[config.mk]
export PLATFORM = sky130hd
export DESIGN_NAME = bck_issue_scheduler_flat
export DESIGN_NICKNAME = d
export VERILOG_FILES = /design/src/rtl/smem_pkg.sv /design/src/rtl/bck_issue_scheduler_if.sv /design/src/rtl/rr_arbiter.sv /design/src/rtl/bck_issue_scheduler.sv /design/src/flat_wrapper.sv
export SDC_FILE = /design/constraint.sdc
export NUM_CORES = 1
export LEC_CHECK = 0
export CAP_MARGIN = 5
export CORE_MARGIN = 4
export CORE_UTILIZATION = 35
export CTS_CLUSTER_DIAMETER = 100
export DETAILED_ROUTE_END_ITERATION = 12
export PLACE_DENSITY_LB_ADDON = 0.3
export SLEW_MARGIN = 20
export SYNTH_ARGS = -nofsm -noshare
export SYNTH_HDL_FRONTEND = slang
export SYNTH_HIERARCHICAL = 1
export SYNTH_SLANG_ARGS = --single-unit
[constraint.sdc]
create_clock -name clk -period 4.8 [get_ports clk]
set_input_delay 0.48 -clock clk [delete_from_list [all_inputs] [get_ports clk]]
set_output_delay 0.48 -clock clk [all_outputs]
set_load 0.01 [all_outputs]
[src/rtl/smem_pkg.sv]
// Shared definitions for the backward-extension pipeline: token status codes,
// the per-slot lifecycle enum and the default read-id width.
package smem_pkg;

  localparam int READ_NUM_WIDTH = 9;

  // One-hot token status codes carried down the extension pipeline.
  localparam logic [5:0] BUBBLE  = 6'b00_0000;
  localparam logic [5:0] F_init  = 6'b00_0001;
  localparam logic [5:0] F_run   = 6'b00_0010;
  localparam logic [5:0] F_break = 6'b00_0100;
  localparam logic [5:0] BCK_INI = 6'b00_1000;
  localparam logic [5:0] BCK_RUN = 6'b01_0000;
  localparam logic [5:0] BCK_END = 6'b10_0000;

  // Lifecycle of one resident read.
  typedef enum logic [1:0] {
    S_EMPTY  = 2'd0,
    S_LOADED = 2'd1,
    S_WAIT   = 2'd2,
    S_READY  = 2'd3
  } slot_state_e;

endpackage

[src/rtl/bck_issue_scheduler_if.sv]
// Bundle of the load, issue, return and completion signals of the
// backward-extension issue scheduler.
//
// Handshake semantics: the load channel is a valid/ready pair; a read is
// transferred at a rising clk edge where load_valid && load_ready, and
// load_valid must stay high with stable fields until that edge. load_ready
// depends only on slot state, never on load_valid. The issue, ret and done
// channels are qualifier-only: issue_status != BUBBLE, ret_valid and
// done_valid mark a transfer at the edge, and there is no back-pressure on
// them other than stall freezing the issue registers.
interface bck_issue_scheduler_if #(
  parameter int NUM_SLOTS      = 4,
  parameter int READ_NUM_WIDTH = 9
);
  localparam int SLOT_W = $clog2(NUM_SLOTS);

  logic                      stall;
  logic                      load_valid;
  logic                      load_ready;
  logic [READ_NUM_WIDTH-1:0] load_read_num;
  logic [6:0]                load_forward_size_n;
  logic [6:0]                load_min_intv;
  logic [6:0]                load_backward_x;
  logic [5:0]                issue_status;
  logic [SLOT_W-1:0]         issue_slot;
  logic [READ_NUM_WIDTH-1:0] issue_read_num;
  logic [6:0]                issue_forward_size_n;
  logic [6:0]                issue_min_intv;
  logic [6:0]                issue_backward_x;
  logic                      ret_valid;
  logic [SLOT_W-1:0]         ret_slot;
  logic                      ret_last;
  logic                      done_valid;
  logic [READ_NUM_WIDTH-1:0] done_read_num;
  logic                      busy;
  logic                      err;

  // Environment side: forward stage, pipeline tail and stall source.
  modport master (
    output stall, load_valid, load_read_num, load_forward_size_n,
           load_min_intv, load_backward_x, ret_valid, ret_slot, ret_last,
    input  load_ready, issue_status, issue_slot, issue_read_num,
           issue_forward_size_n, issue_min_intv, issue_backward_x,
           done_valid, done_read_num, busy, err
  );

  // Scheduler side.
  modport slave (
    input  stall, load_valid, load_read_num, load_forward_size_n,
           load_min_intv, load_backward_x, ret_valid, ret_slot, ret_last,
    output load_ready, issue_status, issue_slot, issue_read_num,
           issue_forward_size_n, issue_min_intv, issue_backward_x,
           done_valid, done_read_num, busy, err
  );

endinterface

[src/rtl/rr_arbiter.sv]
// Combinational round-robin arbiter: grants the first requester at or after
// ptr_i, wrapping modulo N (N is a power of two so the index simply wraps).
module rr_arbiter #(
  parameter int N = 4
) (
  input  logic [N-1:0]         req_i,
  input  logic [$clog2(N)-1:0] ptr_i,
  output logic                 gnt_valid_o,
  output logic [$clog2(N)-1:0] gnt_idx_o
);
  localparam int W = $clog2(N);

  logic [W-1:0] idx;

  // Scan offsets from the far end down so the nearest requester wins last.
  always_comb begin
    gnt_valid_o = 1'b0;
    gnt_idx_o   = '0;
    idx         = '0;
    for (int k = N - 1; k >= 0; k--) begin
      idx = ptr_i + W'(k);
      if (req_i[idx]) begin
        gnt_valid_o = 1'b1;
        gnt_idx_o   = idx;
      end
    end
  end

endmodule

[src/rtl/bck_issue_scheduler.sv]
// Backward-extension issue scheduler: keeps up to NUM_SLOTS resident reads,
// issues one INI/RUN/BUBBLE token per cycle with round-robin fairness and at
// most one token in flight per slot, and retires a read on its last return.
module bck_issue_scheduler #(
  parameter int NUM_SLOTS      = 4,
  parameter int READ_NUM_WIDTH = smem_pkg::READ_NUM_WIDTH
) (
  input  logic                          clk,
  input  logic                          rst,
  bck_issue_scheduler_if.slave          sched_if,
  output logic [2*NUM_SLOTS-1:0]        dbg_slot_state_o,
  output logic [$clog2(NUM_SLOTS)-1:0]  dbg_rr_ptr_o
);
  import smem_pkg::*;

  localparam int SLOT_W = $clog2(NUM_SLOTS);

  slot_state_e               state_q [NUM_SLOTS];
  slot_state_e               state_d [NUM_SLOTS];
  logic [READ_NUM_WIDTH-1:0] rn_q    [NUM_SLOTS];
  logic [6:0]                fsn_q   [NUM_SLOTS];
  logic [6:0]                mi_q    [NUM_SLOTS];
  logic [6:0]                bx_q    [NUM_SLOTS];
  logic [SLOT_W-1:0]         rr_ptr_q;

  logic [5:0]                issue_status_q;
  logic [SLOT_W-1:0]         issue_slot_q;
  logic [READ_NUM_WIDTH-1:0] issue_rn_q;
  logic [6:0]                issue_fsn_q;
  logic [6:0]                issue_mi_q;
  logic [6:0]                issue_bx_q;
  logic                      done_valid_q;
  logic [READ_NUM_WIDTH-1:0] done_rn_q;
  logic                      err_q;

  logic [NUM_SLOTS-1:0]      empty_vec;
  logic [NUM_SLOTS-1:0]      req_vec;
  logic                      gnt_valid;
  logic [SLOT_W-1:0]         gnt_idx;
  logic                      load_found;
  logic [SLOT_W-1:0]         load_idx;
  logic                      load_fire;
  logic                      grant_fire;
  logic                      ret_in_wait;
  logic                      ret_done;

  // Per-slot status vectors and debug view of the slot states.
  always_comb begin
    empty_vec        = '0;
    req_vec          = '0;
    dbg_slot_state_o = '0;
    for (int i = 0; i < NUM_SLOTS; i++) begin
      empty_vec[i] = (state_q[i] == S_EMPTY);
      req_vec[i]   = (state_q[i] == S_LOADED) || (state_q[i] == S_READY);
      dbg_slot_state_o[2*i +: 2] = state_q[i];
    end
  end

  // Load target: lowest-index EMPTY slot, judged on pre-edge state so a slot
  // freed at this edge only becomes loadable next cycle.
  always_comb begin
    load_found = 1'b0;
    load_idx   = '0;
    for (int i = NUM_SLOTS - 1; i >= 0; i--) begin
      if (empty_vec[i]) begin
        load_found = 1'b1;
        load_idx   = SLOT_W'(i);
      end
    end
  end

  rr_arbiter #(.N(NUM_SLOTS)) u_arb (
    .req_i       (req_vec),
    .ptr_i       (rr_ptr_q),
    .gnt_valid_o (gnt_valid),
    .gnt_idx_o   (gnt_idx)
  );

  assign load_fire   = sched_if.load_valid && load_found;
  assign grant_fire  = !sched_if.stall && gnt_valid;
  assign ret_in_wait = sched_if.ret_valid && (state_q[sched_if.ret_slot] == S_WAIT);
  assign ret_done    = ret_in_wait && sched_if.ret_last;

  // Slot transitions. Load hits an EMPTY slot, grant a LOADED/READY slot and a
  // legal ret a WAIT slot, so at most one of them touches any given slot.
  always_comb begin
    for (int i = 0; i < NUM_SLOTS; i++) state_d[i] = state_q[i];
    if (grant_fire)  state_d[gnt_idx] = S_WAIT;
    if (ret_in_wait) state_d[sched_if.ret_slot] = sched_if.ret_last ? S_EMPTY : S_READY;
    if (load_fire)   state_d[load_idx] = S_LOADED;
  end

  // Slot state registers.
  always_ff @(posedge clk) begin
    if (!rst) begin
      for (int i = 0; i < NUM_SLOTS; i++) state_q[i] <= S_EMPTY;
    end else begin
      for (int i = 0; i < NUM_SLOTS; i++) state_q[i] <= state_d[i];
    end
  end

  // Slot payload capture on load accept.
  always_ff @(posedge clk) begin
    if (!rst) begin
      for (int i = 0; i < NUM_SLOTS; i++) begin
        rn_q[i]  <= '0;
        fsn_q[i] <= '0;
        mi_q[i]  <= '0;
        bx_q[i]  <= '0;
      end
    end else if (load_fire) begin
      rn_q[load_idx]  <= sched_if.load_read_num;
      fsn_q[load_idx] <= sched_if.load_forward_size_n;
      mi_q[load_idx]  <= sched_if.load_min_intv;
      bx_q[load_idx]  <= sched_if.load_backward_x;
    end
  end

  // Registered issue token and round-robin pointer; both hold during stall.
  always_ff @(posedge clk) begin
    if (!rst) begin
      issue_status_q <= BUBBLE;
      issue_slot_q   <= '0;
      issue_rn_q     <= '0;
      issue_fsn_q    <= '0;
      issue_mi_q     <= '0;
      issue_bx_q     <= '0;
      rr_ptr_q       <= '0;
    end else if (!sched_if.stall) begin
      if (gnt_valid) begin
        issue_status_q <= (state_q[gnt_idx] == S_LOADED) ? BCK_INI : BCK_RUN;
        issue_slot_q   <= gnt_idx;
        issue_rn_q     <= rn_q[gnt_idx];
        issue_fsn_q    <= fsn_q[gnt_idx];
        issue_mi_q     <= mi_q[gnt_idx];
        issue_bx_q     <= bx_q[gnt_idx];
        rr_ptr_q       <= gnt_idx + SLOT_W'(1);
      end else begin
        issue_status_q <= BUBBLE;
        issue_slot_q   <= '0;
        issue_rn_q     <= '0;
        issue_fsn_q    <= '0;
        issue_mi_q     <= '0;
        issue_bx_q     <= '0;
      end
    end
  end

  // Completion pulse and sticky protocol-error flag.
  always_ff @(posedge clk) begin
    if (!rst) begin
      done_valid_q <= 1'b0;
      done_rn_q    <= '0;
      err_q        <= 1'b0;
    end else begin
      done_valid_q <= ret_done;
      done_rn_q    <= ret_done ? rn_q[sched_if.ret_slot] : '0;
      if (sched_if.ret_valid && !ret_in_wait) err_q <= 1'b1;
    end
  end

  assign sched_if.load_ready           = |empty_vec;
  assign sched_if.busy                 = ~&empty_vec;
  assign sched_if.issue_status         = issue_status_q;
  assign sched_if.issue_slot           = issue_slot_q;
  assign sched_if.issue_read_num       = issue_rn_q;
  assign sched_if.issue_forward_size_n = issue_fsn_q;
  assign sched_if.issue_min_intv       = issue_mi_q;
  assign sched_if.issue_backward_x     = issue_bx_q;
  assign sched_if.done_valid           = done_valid_q;
  assign sched_if.done_read_num        = done_rn_q;
  assign sched_if.err                  = err_q;
  assign dbg_rr_ptr_o                  = rr_ptr_q;

endmodule

[src/flat_wrapper.sv]
// flat-port wrapper written by rule: the top's interface ports become plain ports
module bck_issue_scheduler_flat import smem_pkg::*;
#(
  parameter int NUM_SLOTS      = 4,
  parameter int READ_NUM_WIDTH = smem_pkg::READ_NUM_WIDTH
)
  (clk, rst, dbg_slot_state_o, dbg_rr_ptr_o, sched_if_stall, sched_if_load_valid, sched_if_load_read_num, sched_if_load_forward_size_n, sched_if_load_min_intv, sched_if_load_backward_x, sched_if_ret_valid, sched_if_ret_slot, sched_if_ret_last, sched_if_load_ready, sched_if_issue_status, sched_if_issue_slot, sched_if_issue_read_num, sched_if_issue_forward_size_n, sched_if_issue_min_intv, sched_if_issue_backward_x, sched_if_done_valid, sched_if_done_read_num, sched_if_busy, sched_if_err);
  bck_issue_scheduler_if #(.NUM_SLOTS(NUM_SLOTS), .READ_NUM_WIDTH(READ_NUM_WIDTH)) sched_if_i ();
  input  logic clk;
  input  logic rst;
  output logic [2*NUM_SLOTS-1:0] dbg_slot_state_o;
  output logic [$clog2(NUM_SLOTS)-1:0] dbg_rr_ptr_o;
  input wire logic [$bits(sched_if_i.stall)-1:0] sched_if_stall;
  input wire logic [$bits(sched_if_i.load_valid)-1:0] sched_if_load_valid;
  input wire logic [$bits(sched_if_i.load_read_num)-1:0] sched_if_load_read_num;
  input wire logic [$bits(sched_if_i.load_forward_size_n)-1:0] sched_if_load_forward_size_n;
  input wire logic [$bits(sched_if_i.load_min_intv)-1:0] sched_if_load_min_intv;
  input wire logic [$bits(sched_if_i.load_backward_x)-1:0] sched_if_load_backward_x;
  input wire logic [$bits(sched_if_i.ret_valid)-1:0] sched_if_ret_valid;
  input wire logic [$bits(sched_if_i.ret_slot)-1:0] sched_if_ret_slot;
  input wire logic [$bits(sched_if_i.ret_last)-1:0] sched_if_ret_last;
  output wire logic [$bits(sched_if_i.load_ready)-1:0] sched_if_load_ready;
  output wire logic [$bits(sched_if_i.issue_status)-1:0] sched_if_issue_status;
  output wire logic [$bits(sched_if_i.issue_slot)-1:0] sched_if_issue_slot;
  output wire logic [$bits(sched_if_i.issue_read_num)-1:0] sched_if_issue_read_num;
  output wire logic [$bits(sched_if_i.issue_forward_size_n)-1:0] sched_if_issue_forward_size_n;
  output wire logic [$bits(sched_if_i.issue_min_intv)-1:0] sched_if_issue_min_intv;
  output wire logic [$bits(sched_if_i.issue_backward_x)-1:0] sched_if_issue_backward_x;
  output wire logic [$bits(sched_if_i.done_valid)-1:0] sched_if_done_valid;
  output wire logic [$bits(sched_if_i.done_read_num)-1:0] sched_if_done_read_num;
  output wire logic [$bits(sched_if_i.busy)-1:0] sched_if_busy;
  output wire logic [$bits(sched_if_i.err)-1:0] sched_if_err;
  assign sched_if_i.stall = sched_if_stall;
  assign sched_if_i.load_valid = sched_if_load_valid;
  assign sched_if_i.load_read_num = sched_if_load_read_num;
  assign sched_if_i.load_forward_size_n = sched_if_load_forward_size_n;
  assign sched_if_i.load_min_intv = sched_if_load_min_intv;
  assign sched_if_i.load_backward_x = sched_if_load_backward_x;
  assign sched_if_i.ret_valid = sched_if_ret_valid;
  assign sched_if_i.ret_slot = sched_if_ret_slot;
  assign sched_if_i.ret_last = sched_if_ret_last;
  assign sched_if_load_ready = sched_if_i.load_ready;
  assign sched_if_issue_status = sched_if_i.issue_status;
  assign sched_if_issue_slot = sched_if_i.issue_slot;
  assign sched_if_issue_read_num = sched_if_i.issue_read_num;
  assign sched_if_issue_forward_size_n = sched_if_i.issue_forward_size_n;
  assign sched_if_issue_min_intv = sched_if_i.issue_min_intv;
  assign sched_if_issue_backward_x = sched_if_i.issue_backward_x;
  assign sched_if_done_valid = sched_if_i.done_valid;
  assign sched_if_done_read_num = sched_if_i.done_read_num;
  assign sched_if_busy = sched_if_i.busy;
  assign sched_if_err = sched_if_i.err;
  bck_issue_scheduler #(.NUM_SLOTS(NUM_SLOTS), .READ_NUM_WIDTH(READ_NUM_WIDTH)) u_core (.clk(clk), .rst(rst), .sched_if(sched_if_i), .dbg_slot_state_o(dbg_slot_state_o), .dbg_rr_ptr_o(dbg_rr_ptr_o));
endmodule
---- Word-level counts from Yosys, hierarchy flattened ----
Memory sizes are Yosys's and may differ from the RTL's. A register that Yosys moved wholly into a read port is not among the register bits.
Index checks and enable logic that the tools add are counted.
cells by class
  magnitude comparators ................... 10
  multipliers ............................. 0
  mux-type cells .......................... 63
  reduce and logical (&&, ||, !) cells .... 28
  equality and inequality tests ........... 10
  divide/modulo/power cells ............... 0
  add/sub/neg operators ................... 4
  shifts and indexed selects .............. 0
  bitwise gates (word level) .............. 14
operators with widths
  operator               count
  $mux W2                21
  $mux W7                6
  $mux W8                3
  $mux W1                21
  $reduce_or A7 Y1       3
  $mux W9                2
  $demux W2 S2           3
  $lt A2 B3 Y1 const B   4
  $eq A2 B1 Y1 const B   5
  $eq A2 B2 Y1 const B   5
  $ge A3 B3 Y1 const B   3
  $lt A3 B1 Y1 const B   3
  $not A2 Y3             3
  $reduce_or A9 Y1       1
  $and A4 B4 Y4          2
  $bmux W1 S2            4
  $bwmux W8              1
  $logic_and A1 B1 Y1    8
  $logic_not A2 Y1       4
  $not A4 Y4             2
  $or A4 B4 Y4           2
  $mux W6                1
  $mux W5                1
  $add A2 B1 Y2 const B  2
  8 further kinds        19
word-level totals
  output and inout port bits .............. 61
  memories ................................ 5
  register bits ........................... 42
  latch bits .............................. 0
  logic and storage cells ................. 143
  ROM bits ................................ 0
  bits in writable memories ............... 128
  input port bits ......................... 38
memory list
  name            depth  bits a word  rd ports  clocked after memory_dff  write ports  RTL line                   text
  u_core.rn_q     4      9            2         1                         4            bck_issue_scheduler.sv:20  logic [READ_NUM_WIDTH-1:0] rn_q [NUM_SLOTS];
  u_core.bx_q     4      7            1         0                         4            bck_issue_scheduler.sv:23  logic [6:0] bx_q [NUM_SLOTS];
  u_core.fsn_q    4      7            1         0                         4            bck_issue_scheduler.sv:21  logic [6:0] fsn_q [NUM_SLOTS];
  u_core.mi_q     4      7            1         0                         4            bck_issue_scheduler.sv:22  logic [6:0] mi_q [NUM_SLOTS];
  u_core.state_q  4      2            6         0                         4            bck_issue_scheduler.sv:18  slot_state_e state_q [NUM_SLOTS];

---- Logic depth before layout (Yosys ltp) ----
Gate-level depths: netlist of the first run.
An unclocked memory read counts as a cell.
  word-level depth ........................ 22
  depth in mapped cells ................... 11
  mapped depth without buffers ............ 8

---- Hierarchy ----
The synthesis of the first run kept the hierarchy.
modules (own cells, without submodules)
  module               area an instance (um^2)  cells each  times used  seq. area each (um^2)
  bck_issue_scheduler  7487.2                   500         1           4704.5
  rr_arbiter           77.6                     13          1           0.0

---- Worst setup path after synthesis of the first run ----
No wires, ideal clock.
  kind .................................... register to register
  from .................................... memory u_core/state_q[0][0] (netlist bit)
  to ...................................... memory u_core.bx_q[2][0] (enable)
  library setup time ...................... 505 ps
  arrival time ............................ 3916 ps
  required time ........................... 4295 ps
  clock period less this slack ............ 4420 ps
  slack ................................... 380 ps
  buffers on the path ..................... 0
  cell stages (with the launch flop) ...... 3
  cells stage by stage .................... dfxtp_1 -> o21ai_0 -> o41ai_1
RTL lines
  what         RTL line
  from (decl)  bck_issue_scheduler.sv:18
  to (decl)    bck_issue_scheduler.sv:23

==> results of run 1 <==
==> metal layers <==
metal / global-route usage [%] / vias up / wire length, um
li1: - / 2088 / -
met1: 19.6 / 2315 / 7670
met2: 26.6 / 141 / 9340
met3: 3.23 / 20 / 850
met4: 4.21 / 0 / 238
met5: 0 / - / 0
==> power breakdown <==
part,internal (mW),total (mW),leakage [nW],switching (mW)
registers,1.71,1.76,1.71,0.0443
clock network,0.724,1.33,0.269,0.601
logic,0.194,0.392,1.39,0.199
total,2.63,3.48,3.37,0.844
==> flip-flops by register name (all words and copies together), names as in the netlist <==
| signal | cells |
|---|---|
| u_core/bx_q | 28 |
| u_core/dbg_rr_ptr_o | 2 |
| u_core/fsn_q | 28 |
| u_core/mi_q | 28 |
| u_core/rn_q | 36 |
| u_core/sched_if.done_read_num | 9 |
| u_core/sched_if.done_valid | 1 |
| u_core/sched_if.err | 1 |
| u_core/sched_if.issue_backward_x | 7 |
| u_core/sched_if.issue_forward_size_n | 7 |
| u_core/sched_if.issue_min_intv | 7 |
| u_core/sched_if.issue_read_num | 9 |
| u_core/sched_if.issue_slot | 2 |
| u_core/sched_if.issue_status | 2 |
| u_core/state_q | 8 |
==> critical path, cell delays in order (launching register included) <==
cell and delay [ns]:
dfxtp_1 0.62, nor2_1 0.13, nand2_1 0.11, nor2b_1 0.80, and2_1 0.72, buf_4 0.37, a22o_1 0.16
==> area by class of cell <==
cell class	count	area [um^2]	share of cell area (%)
tap	275	344	3.67
inverter	4	15.0	0.160
timing repair buffer	107	1040	11.1
clock buffer	18	429	4.57
multi-input combinational	295	2720	29.0
sequential	175	4700	50.1
clock inverter	14	133	1.41
==> cell families after synthesis <==
family / Yosys count / synth area share [%]
mux: 41 / 11.9
other cells: 1 / 0.0496
fa+ha+maj: 4 / 0.662
compound gates: 64 / 7.16
buf+inv: 46 / 2.86
simple gates: 182 / 15.2
flops: 175 / 62.2
==> Yosys cell counts (all sizes together), types with 5 or more instances <==
master / number
nor2: 8
edfxtp: 120
nand2: 9
and2: 122
nor4: 5
mux4: 39
clkbuf: 22
dfxtp: 55
nor2b: 12
a21oi: 5
buf: 19
a22o: 30
==> per-stage QoR <==
step / power, mW / cells / worst slack [ns]
after floorplan: 2.01 / 516 / 0.380
after global placement: 2.18 / 856 / 1.68
after detailed placement: 2.19 / 856 / 1.68
after CTS: 3.51 / 888 / 1.85
after global routing: 3.61 / 888 / 1.59
final: 3.48 / 888 / 1.84
==> worst max-delay path by stage <==
stage                                         start                                              endpoint  slack, ns  cells past startpoint
floorplan           u_core/state_q[0][0]$_SDFF_PN0_                       u_core/bx_q[2][0]$_SDFFCE_PN0P_       0.38                      2
global placement               sched_if_ret_slot[0]           u_core/sched_if.done_read_num[3]$_SDFF_PN0_       1.68                      4
detailed placement             sched_if_ret_slot[0]           u_core/sched_if.done_read_num[3]$_SDFF_PN0_       1.68                      4
CTS                 u_core/state_q[1][0]$_SDFF_PN0_  u_core/sched_if.issue_forward_size_n[3]$_SDFFE_PN0N_       1.85                      6
global route        u_core/state_q[1][0]$_SDFF_PN0_        u_core/sched_if.issue_min_intv[2]$_SDFFE_PN0N_       1.59                      6
finish              u_core/state_q[1][0]$_SDFF_PN0_  u_core/sched_if.issue_forward_size_n[3]$_SDFFE_PN0N_       1.84                      6
==> impl_metrics.tcl, run 1 <==
set metrics [dict create \
    tightest_slew_ns 1.00 \
    port_buffers 94 \
    grt_pass1_wl_um 28100 \
    clk_latency_ns 0.43 \
    whs_endpoint "u_core/sched_if.err$_SDFFE_PN0P_" \
    cts_resized 0 \
    dieArea_um2 24000 \
    firstDrtPassIters 7 \
    final_area_um2 9380 \
    seq_area_frac_synth_pct 62.2 \
    grt.total_usage_pct 15.4 \
    synth_area_leaders "edfxtp_1 (48%), dfxtp_1 (15%), mux4_2 (12%)" \
    wl_per_cell_um 20.4 \
    min_from "u_core/sched_if.err$_SDFFE_PN0P_" \
    fillers 1843 \
    ant_nets 0 \
    clockRootBuffer "clkbuf_16" \
    startpoint_type "flop" \
    synth-edff-count 120 \
    p_leak_nw 3.37 \
    synth_cells 513 \
    grt-ovfl-total 0 \
    reg2reg_to "u_core/sched_if.issue_forward_size_n[3]$_SDFFE_PN0N_" \
    finalSetupViolCount 0 \
    grt_setup_unrepaired "no" \
    gp_congestion 0.790 \
    io_pins 99 \
    cts_tree "yes" \
    period_minus_slack_ns 2.96 \
    clock_skew_ns 0.0140 \
    outcome "complete, no violations" \
    drt_iter0_markers 433 \
    synth-main-ff-cell "edfxtp_1" \
    cp-end-kind "flop" \
    rrSetupSlack_ns 1.84 \
    path_class "flop to flop" \
    syn_avg_cell_area_um2 14.7 \
    cp.required_ns 5.17 \
    yosysUniqueCellTypes 52 \
    clock_sinks 175 \
    finalWirelength_um 18100 \
    hold_class "flop to flop" \
    max_freq_mhz 337 \
    finalSetupTns_ns 0 \
    yosysTopAreaCellShare_pct 47.6 \
    fp-row-count 53 \
    path_clk_slew_ns 0.07 \
    synth_area_leader_cell "edfxtp_1" \
    fp.dieW_um 155 \
    vias 4564 \
    grt_max_degree 32 \
    slew_viol_final 0 \
    nets 642 \
    power_density_nw_per_um2 370 \
    cts_buffers 17 \
    start_util_pct 35.8 \
    fin_crit_sh_pct 61.7 \
    synthArstFlopShare_pct 0 \
    cts_setup_buffers 0 \
    hpwlAfterDp_um 11500 \
    detail_route.drc_violations 0 \
    clk_path_buf_depth 2 \
    num_antenna_cells 0 \
    min_path_cells 2 \
    layout_commonest_cell "edfxtp_1" \
    critical_path.max_fanout 16 \
    die_y_um 155 \
    cap_violations 0 \
    yosysWarnings 6 \
    r2r-start "u_core/state_q[1][0]$_SDFF_PN0_" \
    cts_hold_buf 0 \
    maxSlewHeadroom_pct 32.4 \
    synth_area_um2 7560 \
    yosys_register_bits 175 \
    drive_gt1_share_pct 18.8 \
    layout_common_cells "edfxtp_1 (120), and2_1 (103), clkdlybuf4s50_1 (94), dfxtp_1 (55), mux4_2 (39)" \
    arrival_ns 3.34 \
    antenna_found_initial 0 \
    area_delta_synth_final_pct 24.0 \
    first_global_vias 4855 \
    ir_drop_uv 197 \
    final_core_util_pct 44.3 \
    viasPerCell 5.14 \
    htreeDepth 4 \
    whs_ns 0.467 \
    core_area_um2 21200 \
    hold_viol_final 0 \
    dpl_cell_area_um2 8820 \
    worst_r2r_path_depth 6 \
]
(Power assumes the default switching activity.)
==> run 2, diff against run 1 <==
clock period = 2.9 ns   (was 4.8 ns; I/O delays follow)
==> run 2 against run 1 <==
  * First-iteration DRC count fell by 11%
  * Power increased by 63%
  * Clock-buffer cell count rose by 3
  * Clock skew is essentially flat
  * Critical path depth shrank 3
  * Routed wire length is 2.9% higher
  * Flip-flop and latch count is the same
  * Sequential power grew 65%
  * Worst hold slack got worse by 0.020 ns
  * Largest cell class unchanged
==> impl_metrics.tcl, run 2 (same netlist as run 1, synthesis figures left out) <==
set metrics [dict create \
    outcome "complete, no violations" \
    p_leak_nw 3.39 \
    fin_crit_sh_pct 87.5 \
    drt_iter0_markers 384 \
    period_minus_slack_ns 2.54 \
    ir_drop_uv 403 \
    num_antenna_cells 0 \
    max_freq_mhz 394 \
    clock_sinks 175 \
    io_pins 99 \
    viasPerCell 5.13 \
    area_delta_synth_final_pct 25.1 \
    final_core_util_pct 44.7 \
    grt_max_degree 37 \
    startpoint_type "flop" \
    layout_commonest_cell "edfxtp_1" \
    grt-ovfl-total 0 \
    min_path_cells 2 \
    path_clk_slew_ns 0.07 \
    hpwlAfterDp_um 11500 \
    antenna_found_initial 0 \
    cts_tree "yes" \
    dieArea_um2 24000 \
    clock_skew_ns 0.0142 \
    nets 650 \
    gp_congestion 0.817 \
    grt_setup_unrepaired "no" \
    final_cells 896 \
    first_global_vias 4931 \
    path_class "flop to primary output" \
    dpl.cell_count 864 \
    arrival_ns 2.25 \
    htreeDepth 4 \
    maxSlewHeadroom_pct 30.7 \
    cp-end-kind "primary output" \
    ant_nets 0 \
    cts_buffers 17 \
    finalPower_mw 5.67 \
    wl_per_cell_um 20.8 \
    grt_pass1_wl_um 28800 \
    grt.total_usage_pct 15.8 \
    cts_hold_buf 0 \
    top_register "u_core/rn_q" \
    dpl_cell_area_um2 8940 \
    cap_violations 0 \
    fp-row-count 53 \
    final-seq-area_um2 4700 \
    detail_route.drc_violations 0 \
    slew_viol_final 0 \
    core_area_um2 21200 \
    hold_viol_final 0 \
    tightest_slew_ns 1.04 \
    critical_path.max_fanout 11 \
    largest_register_ffs 36 \
    clk_path_buf_depth 2 \
    vias 4592 \
    multi_input_comb_area_um2 2740 \
    start_util_pct 35.8 \
    power_density_nw_per_um2 599 \
    clockRootBuffer "clkbuf_16" \
    final_area_um2 9460 \
    cts_setup_buffers 0 \
    clk_latency_ns 0.42 \
    cts_resized 0 \
    finalSetupViolCount 0 \
    fp.dieW_um 155 \
    port_buffers 94 \
    finalWirelength_um 18600 \
    hold_class "flop to flop" \
    die_y_um 155 \
    layout_common_cells "edfxtp_1 (120), and2_1 (103), clkdlybuf4s50_1 (94), dfxtp_1 (55), mux4_2 (39)" \
    fillers 1884 \
    firstDrtPassIters 4 \
    drive_gt1_share_pct 19.3 \
    cp.required_ns 2.61 \
    whs_ns 0.446 \
    worst_r2r_path_depth 6 \
]
## run 2: worst max-delay path, stage by stage (launching register included)
cell and delay [ns]:
dfxtp_1 0.61, o22ai_1 0.27, or3_1 0.44, clkdlybuf4s50_1 0.50
## run 2: layout make-up
type / count / area share, %
Inverter: 4 / 0.159
Sequential cell: 175 / 49.7
Clock inverter: 11 / 0.899
Clock buffer: 21 / 4.65
Timing Repair Buffer: 115 / 12.0
Tap cell: 275 / 3.64
Multi-Input combinational cell: 295 / 28.9
## run 2: path summary, 6_finish.rpt
check                                        start  slack (ns)                                        endpoint
setup / recovery   u_core/state_q[1][0]$_SDFF_PN0_        0.36                             sched_if_load_ready
hold / removal    u_core/sched_if.err$_SDFFE_PN0P_        0.45                u_core/sched_if.err$_SDFFE_PN0P_
setup reg to reg   u_core/state_q[1][0]$_SDFF_PN0_        0.38  u_core/sched_if.issue_read_num[7]$_SDFFE_PN0N_
hold reg to reg   u_core/sched_if.err$_SDFFE_PN0P_        0.45                u_core/sched_if.err$_SDFFE_PN0P_
## run 2: metrics by stage
stage | setup WS (ns) | setup TNS [ns]
after floorplan | -0.102 | -6.14
after global placement | 0.419 | 0
after detailed placement | 0.385 | 0
after CTS | 0.362 | 0
after global routing | 0.191 | 0
final | 0.361 | 0
## run 2: per-layer routing
metal / track usage (%) / routed length [um] / vias up
met5: 0 / 0 / -
met4: 3.74 / 150 / 0
met3: 3.76 / 864 / 9
met2: 29.3 / 10100 / 113
met1: 18.4 / 7480 / 2360
li1: - / - / 2110
## run 2: power breakdown
part	total (mW)	leakage [nW]	switching, mW	internal (mW)
Sequential	2.91	1.71	0.0694	2.84
Combinational	0.678	1.44	0.339	0.339
Clock	2.08	0.237	0.979	1.10
==> run 3, diff against run 2 <==
SLEW_MARGIN = 15   (was 20)
clock period = 2.4 ns   (was 2.9 ns; I/O delays follow)
==> run 3 against run 2 <==
  * Routed wire length down 3.3%
  * Critical path type unchanged
  * Global-route usage down 0.44 points
  * First-iteration DRC count shrank 6.3%
  * Die area did not move
  * Final area rose by 2.6%
  * Combinational power grew 28%
  * Clock-buffer cell count down 3
  * Clock power up 37%
  * Non-clock buffer count grew 13
==> impl_metrics.tcl, run 3 (same netlist as run 1, synthesis figures left out) <==
set metrics [dict create \
    startpoint_type "flop" \
    seqPwrFrac_pct 48.5 \
    cts_buffers 17 \
    hpwlAfterDp_um 11600 \
    dpl_cell_area_um2 9070 \
    port_buffers 94 \
    cts_tree "yes" \
    grt.total_usage_pct 15.4 \
    cp-end-kind "primary output" \
    area_delta_synth_final_pct 28.4 \
    die_y_um 155 \
    wl_met1_um 7230 \
    drt_iter0_markers 360 \
    dieArea_um2 24000 \
    finalSetupTns_ns 0 \
    clock_skew_ns 0.0109 \
    grt_pass1_wl_um 28100 \
    rrSetupSlack_ns 0.20 \
    vias 4617 \
    min_from "u_core/sched_if.issue_status[3]$_SDFFE_PN0N_" \
    critical_path.max_fanout 8 \
    fp-row-count 53 \
    p_sw_share_pct 23.3 \
    arrival_ns 2.05 \
    whs_endpoint "u_core/sched_if.issue_status[3]$_SDFFE_PN0N_" \
    outcome "complete, no violations" \
    multi_input_comb_area_um2 2760 \
    intPower_mw 5.53 \
    largest_register_ffs 36 \
    start_util_pct 35.8 \
    dr_wl_met3_um 1020 \
    hold_class "flop to flop" \
    path_buf_inv 2 \
    ir_drop_uv 439 \
    io_pins 99 \
    r2r-start "u_core/dbg_rr_ptr_o[1]$_SDFFE_PN0N_" \
    cap_violations 0 \
    htreeDepth 4 \
    grt_setup_unrepaired "no" \
    wl_per_cell_um 19.8 \
    first_global_vias 4855 \
    cpLargestDelayFamily "buffers and inverters" \
    num_antenna_cells 0 \
    max_freq_mhz 437 \
    fp.dieW_um 155 \
    viasPerCell 5.07 \
    worstSetupStartpoint "u_core/state_q[1][0]$_SDFF_PN0_" \
    p_switching_mw 1.68 \
    fin_crit_sh_pct 95.4 \
    layout_common_cells "edfxtp_1 (120), and2_1 (103), clkdlybuf4s50_1 (94), dfxtp_1 (54), mux4_2 (39)" \
    final-seq-area_um2 4710 \
    maxSlewHeadroom_pct 44.1 \
    path_class "flop to primary output" \
    p_comb_share_pct 12.1 \
    slowest_stage "clkdlybuf4s50_1" \
    ant_nets 0 \
    hold_viol_final 0 \
    reg2reg_to "u_core/sched_if.issue_min_intv[2]$_SDFFE_PN0N_" \
    nets 664 \
    fin_ws_ns 0.110 \
    power_density_nw_per_um2 742 \
    finalSetupViolCount 0 \
    grt_max_degree 33 \
    slew_viol_final 0 \
    path_clk_slew_ns 0.06 \
    p_leak_nw 3.55 \
    dpl_worst_slack_ns 0.0293 \
    worst_r2r_path_depth 5 \
    fillers 1851 \
    clkPwrFrac_pct 39.4 \
    clk_path_buf_depth 2 \
    drive_gt1_share_pct 22.2 \
    tightest_slew_ns 0.837 \
    crit_chain "buf_6, o22ai_2, or3_1, clkdlybuf4s50_1" \
    layout_commonest_cell "edfxtp_1" \
    highest_layer "met4" \
    firstDrtPassIters 4 \
    gp_congestion 0.845 \
    period_minus_slack_ns 2.29 \
    detail_route.drc_violations 0 \
    cp.required_ns 2.16 \
    clockRootBuffer "clkbuf_16" \
    cts_setup_buffers 0 \
    critPathMaxStageDelay_ns 0.49 \
    wl_met2_um 9530 \
    clk_latency_ns 0.43 \
    min_path_cells 2 \
    final_area_um2 9710 \
    antenna_found_initial 0 \
    finalWirelength_um 18000 \
    grt-ovfl-total 0 \
    cts_hold_buf 0 \
    clock_sinks 175 \
    top_register "u_core/rn_q" \
    core_area_um2 21200 \
]
-- run 3: changes by cell type in the layout (fill, tap and decap cells not counted), sizes merged --
cell and change:
buf +13, bufinv +3, clkbuf -3, nor2 +1, clkinvlp -5, clkinv +4, inv +1
-- run 3: area by class of cell --
cell class / instances / area share [%]
clock buffer: 18 / 4.42
inverter: 4 / 0.155
clock inverter: 14 / 1.88
multi-input combinational: 296 / 28.4
tap: 275 / 3.54
timing repair buffer: 128 / 13.1
sequential: 175 / 48.5
-- run 3: worst reg2reg max path: cells and delay by family (launching register included) --
family / cells / cell delay [ns]
AND/OR/NAND/NOR: 2 / 0.96
AO/OA/AOI/OAI: 2 / 0.32
flip-flops: 1 / 0.38
multiplexers: 1 / 0.42
-- run 3: stage by stage --
stage	cells	power, mW	hold slack (ns)	utilization (%)
after floorplan	516	4.03	0.350	-
after global placement	877	4.42	0.459	42.9
after detailed placement	877	4.44	0.453	42.9
after CTS	909	7.28	0.470	45.8
after global routing	910	7.50	0.493	45.9
final	910	7.21	0.473	45.9
-- run 3: per-layer routing --
metal	up-vias	GRT usage, %
met4	0	3.70
met3	20	3.64
li1	2139	-
met5	-	0
met1	2328	19.3
met2	130	26.9
-- run 3: power by group through the flow --
stage	Sequential (mW)	Clock, mW	Combinational (mW)
6_report	3.50	2.84	0.870
4_1_cts	3.50	2.91	0.876
3_3_place_gp	3.55	0	0.865
3_5_place_dp	3.56	0	0.873
5_1_grt	3.51	3.04	0.944
2_1_floorplan	3.57	0	0.458
-- run 3: what timing repair did --
action / in CTS / in global routing
pin swaps: 0 / 1
setup endpoints to repair: 1 / 12
gates cloned: 0 / 1
resized for setup: 2 / 3
-- run 3: worst max-delay path by stage --
stage | end | slack (ns) | depth (start not counted)
6_report | sched_if_load_ready | 0.11 | 4
5_1_grt | sched_if_load_ready | 0.03 | 4
4_1_cts | u_core/sched_if.issue_read_num[0]$_SDFFE_PN0N_ | 0.007 | 6
3_5_place_dp | u_core/sched_if.issue_forward_size_n[0]$_SDFFE_PN0N_ | 0.03 | 6
3_3_place_gp | u_core/sched_if.issue_forward_size_n[0]$_SDFFE_PN0N_ | 0.07 | 6
2_1_floorplan | u_core/bx_q[2][0]$_SDFFCE_PN0P_ | -0.60 | 2
